File: src/rtl/complex_acc.sv
// complex_acc: accumulates a frame of signed complex products into wide
// accumulators and presents one complex sum per frame on a valid/ready port.
// A frame ends after LEN transfers or on a transfer flagged with in_last.
// Optional build macro COMPLEX_ACC_SAT_EN: when defined, accumulators
// saturate on overflow. When undefined, they wrap modulo 2^ACC_W.
module complex_acc #(
  parameter int IN_W  = 16,
  parameter int ACC_W = 24,
  parameter int LEN   = 4
) (
  input  logic                       clk,
  input  logic                       sw_rst,
  input  logic                       in_val,
  output logic                       in_rdy,
  input  logic signed [IN_W-1:0]     in_re,
  input  logic signed [IN_W-1:0]     in_im,
  input  logic                       in_last,
  output logic                       out_val,
  input  logic                       out_rdy,
  output logic signed [ACC_W-1:0]    out_re,
  output logic signed [ACC_W-1:0]    out_im,
  output logic [$clog2(LEN+1)-1:0]   out_cnt,
  output logic                       out_ovf
);

  localparam int CNT_W  = (LEN > 1) ? $clog2(LEN) : 1;
  localparam int OCNT_W = $clog2(LEN+1);

  localparam logic signed [ACC_W-1:0] ACC_MAX = {1'b0, {(ACC_W-1){1'b1}}};
  localparam logic signed [ACC_W-1:0] ACC_MIN = {1'b1, {(ACC_W-1){1'b0}}};

  typedef enum logic {
    ST_ACC = 1'b0,
    ST_OUT = 1'b1
  } state_t;

  state_t                    state;
  state_t                    state_nxt;
  logic signed [ACC_W-1:0]   acc_re;
  logic signed [ACC_W-1:0]   acc_im;
  logic [CNT_W-1:0]          count;
  logic                      ovf_flag;

  logic                      xfer;
  logic                      frame_end;
  logic signed [ACC_W-1:0]   ext_re;
  logic signed [ACC_W-1:0]   ext_im;
  logic signed [ACC_W-1:0]   sum_re;
  logic signed [ACC_W-1:0]   sum_im;
  logic                      ovf_re;
  logic                      ovf_im;
  logic signed [ACC_W-1:0]   nxt_re;
  logic signed [ACC_W-1:0]   nxt_im;

  // Handshake decode and FSM next state: only ACC accepts beats, only OUT offers a sum.
  always_comb begin
    state_nxt = state;
    in_rdy    = 1'b0;
    out_val   = 1'b0;
    xfer      = 1'b0;
    frame_end = 1'b0;
    case (state)
      ST_ACC: begin
        in_rdy    = 1'b1;
        xfer      = in_val;
        frame_end = in_val && ((count == CNT_W'(LEN-1)) || in_last);
        if (frame_end) begin
          state_nxt = ST_OUT;
        end
      end
      ST_OUT: begin
        out_val = 1'b1;
        if (out_rdy) begin
          state_nxt = ST_ACC;
        end
      end
      default: state_nxt = ST_ACC;
    endcase
  end

  // Sign-extended addends gated to zero off-transfer so idle X data never reaches the adders' results.
  always_comb begin
    ext_re = '0;
    ext_im = '0;
    if (xfer) begin
      ext_re = ACC_W'(in_re);
      ext_im = ACC_W'(in_im);
    end
  end

  // Wrapping sums with overflow flagged when same-sign operands give an opposite-sign result.
  always_comb begin
    sum_re = acc_re + ext_re;
    sum_im = acc_im + ext_im;
    ovf_re = (acc_re[ACC_W-1] == ext_re[ACC_W-1]) && (sum_re[ACC_W-1] != acc_re[ACC_W-1]);
    ovf_im = (acc_im[ACC_W-1] == ext_im[ACC_W-1]) && (sum_im[ACC_W-1] != acc_im[ACC_W-1]);
  end

  // Next accumulator value: clamp toward the operands' sign on overflow, otherwise take the wrapped sum.
  always_comb begin
    nxt_re = sum_re;
    nxt_im = sum_im;
`ifdef COMPLEX_ACC_SAT_EN
    if (ovf_re) begin
      nxt_re = acc_re[ACC_W-1] ? ACC_MIN : ACC_MAX;
    end
    if (ovf_im) begin
      nxt_im = acc_im[ACC_W-1] ? ACC_MIN : ACC_MAX;
    end
`endif
  end

  // State register.
  always_ff @(posedge clk) begin
    if (sw_rst) begin
      state <= ST_ACC;
    end else begin
      state <= state_nxt;
    end
  end

  // Accumulate on each transfer, capture the result on the frame's last beat, clear after the output handshake.
  always_ff @(posedge clk) begin
    if (sw_rst) begin
      acc_re   <= '0;
      acc_im   <= '0;
      count    <= '0;
      ovf_flag <= 1'b0;
      out_re   <= '0;
      out_im   <= '0;
      out_cnt  <= '0;
      out_ovf  <= 1'b0;
    end else begin
      if (xfer) begin
        acc_re   <= nxt_re;
        acc_im   <= nxt_im;
        count    <= count + CNT_W'(1);
        ovf_flag <= ovf_flag | ovf_re | ovf_im;
      end
      if (frame_end) begin
        out_re  <= nxt_re;
        out_im  <= nxt_im;
        out_cnt <= OCNT_W'(count) + OCNT_W'(1);
        out_ovf <= ovf_flag | ovf_re | ovf_im;
      end
      if (out_val && out_rdy) begin
        acc_re   <= '0;
        acc_im   <= '0;
        count    <= '0;
        ovf_flag <= 1'b0;
      end
    end
  end

endmodule
File: config.mk
export PLATFORM = sky130hd
export DESIGN_NAME = complex_acc
export DESIGN_NICKNAME = d
export VERILOG_FILES = /design/src/rtl/complex_acc.sv
export SDC_FILE = /design/constraint.sdc
export NUM_CORES = 1
export LEC_CHECK = 0
export BUFFER_PORTS_ARGS = -buffer_cell sky130_fd_sc_hd__clkbuf_2
export CORE_UTILIZATION = 25
export CTS_CLUSTER_DIAMETER = 200
export CTS_CLUSTER_SIZE = 40
export DETAILED_ROUTE_END_ITERATION = 8
export PLACE_DENSITY = 0.37
export REMOVE_ABC_BUFFERS = 1
export SLEW_MARGIN = 20
export SYNTH_ARGS = -nofsm -noshare
export SYNTH_HDL_FRONTEND = slang
export SYNTH_SLANG_ARGS = --single-unit
export TNS_END_PERCENT = 20
File: constraint.sdc
create_clock -name clk -period 7.9 [get_ports clk]
set_clock_uncertainty 0.05 [all_clocks]
set_input_delay 0.79 -clock clk [delete_from_list [all_inputs] [get_ports clk]]
set_output_delay 0.79 -clock clk [all_outputs]
set_load 0.05 [all_outputs]
# Yosys cells after proc, flatten, opt, wreduce, memory -nomap -nowiden
# Index checks and enable logic that the tools add are counted.
word_totals:
  regBits: 104
  out_inout_bits: 54
  in_bits: 37
  word_cells: 36
classes:
  n_reduce_logical: 6
  addsub: 4
  muxes: 9
  n_bitwise: 3
  eq_ne: 5
ops:
  columns: ["cell", "n"]
  rows:
  - ["$add A24 B24 Y24", 2]
  - ["$mux W24", 2]
  - ["$mux W1", 6]
  - ["$logic_and A1 B1 Y1", 4]
  - ["$add A2 B1 Y3 const B", 1]
  - ["$add A2 B1 Y2 const B", 1]
  - ["$eq A1 B1 Y1", 2]
  - ["$eq A2 B2 Y1 const B", 1]
  - ["$ne A1 B1 Y1", 2]
  - ["$or A1 B1 Y1", 2]
  - ["$pmux W1 S2", 1]
  - ["$reduce_or A2 Y1", 1]
  - ["$logic_or A1 B1 Y1", 1]
  - ["$not A1 Y1", 1]

# Depth between registers and ports, before layout
logic_depth:
  ltp_word: 7
  mapped_depth: 15
  mapped_depth_nobuf: 13

# Worst setup path after synthesis
# No wires, ideal clock.
synth_path:
  path_kind: "input -> register"
  startpoint: "input port in_val"
  endpoint: "register out_re[23]"
  arrival_ns: 3.689
  setup_ns: 0.120
  n_path_buf: 3
  path_stages: 15
  t_required_ns: 7.730
  path_slack_ns: 4.042
  cell_sequence: "nor2b_1 -> clkbuf_1 -> clkbuf_1 -> and2_1 -> ha_1 -> a21o_1 -> a21oi_2 -> o21ai_2 -> a31oi_2 -> o211a_1 -> o31a_2 -> buf_6 -> mux2i_4 -> nor4b_1 -> a211o_1"
synth_between:
  elab_chain_cells: 3
  elab_cells_between_ends: 5
  classes_between: "add/sub: 1; mux: 3; reduce/logical: 1"
synth_rtl:
  columns: ["element", "line_no", "rtl"]
  rows:
  - ["from (decl)", "13", "input logic in_val,"]
  - ["$mux W1", "62", "case (state)"]
  - ["$mux W24", "85", "if (xfer) begin"]
  - ["$add A24 B24 Y24", "93", "sum_re = acc_re + ext_re;"]
  - ["to (signal assigned)", "141", "out_re <= nxt_re;"]
  - ["to (decl)", "20", "output logic signed [ACC_W-1:0] out_re,"]
# Several ways; a longest one is shown, not always the timed one.
# A chain may end at the register's enable or synchronous reset.

# Worst setup path in the final report
layout_path:
  startpoint: "input port in_val"
  endpoint: "register out_ovf"
layout_between:
  elab_chain_cells: 7
  elab_cells_between_ends: 15
  classes_between: "add/sub: 2; eq/ne: 4; mux: 4; bitwise: 2; reduce/logical: 3"
layout_rtl:
  columns: ["element", "line_no", "rtl"]
  rows:
  - ["$mux W1", "62", null]
  - ["$mux W24", "85", null]
  - ["$add A24 B24 Y24", "93", null]
  - ["$ne A1 B1 Y1", "95", "ovf_re = (acc_re[ACC_W-1] == ext_re[ACC_W-1]) && (sum_re[ACC_W-1] != acc_re[ACC_W-1]);"]
  - ["$logic_and A1 B1 Y1", "95", null]
  - ["$or A1 B1 Y1 (2 in series)", "144", "out_ovf <= ovf_flag | ovf_re | ovf_im;"]
  - ["to (signal assigned)", "144", null]
  - ["to (decl)", "23", "output logic out_ovf"]
# Several ways; a longest one is shown, not always the timed one.

==> metrics.md <==
| Metric | Value |
|---|---|
| CTS tree | `done` |
| Filler instances | `2,691` |
| Hold_sp | `out_im[16]` |
| Cells on worst reg2reg path | `11` |
| Main flop type after synthesis | `dfxtp_1` |
| Crit-path max cell delay | `0.61 ns` |
| Yosys warning total | `0` |
| CP startpoint kind | `input pin` |
| Vias in the first global route | `5,717` |
| P_leak | `3.04 nW` |
| GRT Overall Usage | `14.4%` |
| Worst-case clock buffer depth | `2` |
| Clk_lat worst skew | `0.36 ns` |
| Tightest Pin Transition | `0.876 ns` |
| Syn_area_per_cell | `7.77 um^2` |
| Critical path cell sequence | `clkbuf_2 > nor2b_4 > buf_4 > and2_0 > ha_1 > o21a_1 > nor2_1 > inv_1 > a311oi_1 > a21oi_1 > mux2i_1 > a311oi_1` |
| First-pass GRT wire length | `30.0 mm` |
| Starting density of the core | `25.7%` |
| Setup repair bufs after CTS | `0` |
| Synth top area cells | `dfxtp_1, nand2_1, a21oi_1` |
| Fin. max-slew vios | `0` |
| Critical R2R Launch | `state` |
| Register area | `2080 um^2` |
| Row count | `57` |
| Post-CTS Hold Fix Bufs | `0` |
| H-tree depth | `3` |
| Fmax | `237 MHz` |
| Area of the multi-input gates | `3990 um^2` |
| Peak supply drop | `0.0000695 V` |
| Antenna violations before repair | `0` |
| Final min period | `4.21 ns` |
| Hold Path Sink | `out_im[16]` |
| Final net count | `947` |
| # IOs | `91` |
| Worst r2r dst | `out_ovf` |
| Crit path max fanout | `27` |
| Cell at the root of the clock tree | `clkbuf_16` |
| Count of state elements after synthesis | `104` |
| Cts repair resizes | `0` |
| Synth top area share | `33.1%` |
| Setup_tns | `0 ns` |
| CP endpoint kind | `register` |
| Wire length per cell | `14.8 um` |
| CP required | `8.11 ns` |
| Slew HR | `41.6%` |
| Synthesized cell area | `6280 um^2` |
| Fin cells | `1,198` |
| Distinct cells, synth | `63` |
| Total grt overflow | `0` |
| Die height | `161 um` |
| Worst hold path type | `register to register` |
| Post-DP HPWL | `12.3 mm` |
| Fin crit share | `53.3%` |
| Vias/cell | `4.72` |
| Post-synth EDFFs | `0` |
| Gate Count Post-Synth | `809` |
| Area Overhead vs Synth | `16.5%` |
| Clock slew at reported path FFs | `0.07 ns` |
| Crit path arrival time | `4.43 ns` |
| DR vias | `5,651` |
| MaxCap Viol Count | `0` |
| Drt drc | `0` |
| Routability cong. | `0.767` |
| Power Density | `189 nW/um^2` |
| Most area-hungry cell type in the Yosys netlist | `dfxtp_1` |
| Largest net degree at the start of global routing | `69` |
| TritonCTS Buffers | `9` |
| Initial DRC Count | `290` |
| Slowest CP cell | `and2_0` |
| Post-route ant nets | `0` |
| WS Path Type | `input pin to register` |
| Core Area | `24,500 um^2` |
| Final Hold Fails | `0` |
| Critical Path Most Common Cell | `a311oi_1` |
| # port buffers | `90` |
| Die X-Extent | `161 um` |
| WHS Path Cells | `2` |
| Cells after DPL | `1,182` |
| Sequential share of the synthesized area | `33.1%` |
| Synth async-reset ratio | `0%` |
| Status | `finished clean` |
| Layout cells sized above 1 | `14.4%` |
| Routed WL | `17.8 mm` |
| Clk sink count | `104` |
| Internal reg-to-reg setup slack | `3.84 ns` |
| Setup violations, final | `0` |
| Unrepaired setup endpoints after global routing | `no` |
| Drt first pass iters | `4` |
| Die area | `25,800 um^2` |
| # diodes | `0` |
[worst max-delay path, delay by kind of cell]
kind            cells  cell delay, ns
fa+ha+maj           1            0.43
simple gates        3            1.40
buf+inv             3            0.58
compound gates      4            1.05
mux                 1            0.17
[cells in the mapped netlist, types with 4 or more instances]
| master | count |
|---|---|
| a31oi_1 | 6 |
| mux2i_1 | 9 |
| dfxtp_1 | 104 |
| o21ai_0 | 15 |
| a211oi_1 | 18 |
| and2_1 | 36 |
| o21ai_1 | 5 |
| nor4b_1 | 4 |
| nor4_1 | 4 |
| o21bai_1 | 5 |
| a41oi_1 | 4 |
| xor2_1 | 14 |
| nor2b_1 | 5 |
| nor3b_1 | 6 |
| buf_1 | 7 |
| nand3b_1 | 5 |
| nand3_1 | 16 |
| nor3_1 | 17 |
| or3_1 | 6 |
| nor2_1 | 60 |
| ha_1 | 39 |
| a21oi_1 | 104 |
| a211o_1 | 6 |
| nand2_1 | 150 |
| o21a_1 | 4 |
| clkbuf_1 | 40 |
| xnor2_1 | 32 |
| inv_1 | 14 |
| a21o_1 | 16 |
| nand4_1 | 7 |
[registers in the layout, indices dropped and copies added (netlist names)]
name,flops
acc_im,24
acc_re,24
out_im,24
out_re,24
out_cnt,3
count,2
out_ovf,1
ovf_flag,1
state,1
[where the power goes]
| group | internal, mW | switching, mW | total [mW] |
|---|---|---|---|
| Sequential | 0.558 | 0.0277 | 0.586 |
| Combinational | 0.110 | 0.219 | 0.329 |
| Clock | 0.247 | 0.224 | 0.471 |
| Total | 0.916 | 0.470 | 1.39 |
[layout by cell type, fill, tap and decap left out, types with 16 or more instances in the layout]
cell type / Yosys / layout
dfxtp_1: 104 / 104
and2_1: 36 / 36
nor2_1: 60 / 59
nand3_1: 16 / 16
a211oi_1: 18 / 18
ha_1: 39 / 39
nor3_1: 17 / 17
a21oi_1: 104 / 104
clkbuf_2: 0 / 90
a21o_1: 16 / 16
xnor2_1: 32 / 32
nand2_1: 150 / 149
[per-layer routing]
metal / vias to the layer above / wire, um / track usage [%]
li1: 2960 / - / -
met1: 2610 / 8660 / 18.9
met2: 71 / 8450 / 24.6
met3: 10 / 468 / 1.78
met4: 0 / 196 / 4.03
met5: - / 0 / 0
[cell type report]
| type | instances | share of cell area, % |
|---|---|---|
| Sequential cell | 104 | 28.4 |
| Timing Repair Buffer | 97 | 6.87 |
| Clock inverter | 5 | 0.786 |
| Inverter | 14 | 0.718 |
| Multi-Input combinational cell | 643 | 54.5 |
| Tap cell | 324 | 5.54 |
| Clock buffer | 11 | 3.18 |
[metrics by stage]
stage	utilization, %	setup slack [ns]	hold slack [ns]	total power, mW	area, um^2
2_1_floorplan	-	1.62	0.386	0.836	6100
3_3_place_gp	28.8	3.24	0.394	0.937	7030
3_5_place_dp	28.8	3.19	0.398	0.933	7030
4_1_cts	29.9	3.57	0.408	1.41	7320
5_1_grt	29.9	3.27	0.425	1.47	7320
6_report	29.9	3.69	0.403	1.39	7320
[how the worst max path moves through the flow]
stage / startpoint / to / slack, ns / depth (start not counted)
4_1_cts: in_val / out_re[19] / 3.57 / 14
5_1_grt: in_val / out_re[19] / 3.27 / 14
6_report: in_val / out_ovf / 3.69 / 12
3_5_place_dp: in_val / out_re[19] / 3.19 / 14
2_1_floorplan: in_val / out_im[21] / 1.62 / 5
3_3_place_gp: in_val / out_ovf / 3.24 / 12
[cells by family after synthesis]
group / synth area share [%]
XOR/XNOR: 6.41
multiplexers: 1.79
adder cells (fa/ha/maj): 8.40
buffers and inverters: 3.82
AND/OR/NAND/NOR: 24.8
AO/OA/AOI/OAI: 21.7
flip-flops: 33.1
Note: power is estimated with default switching activity, not from simulation.
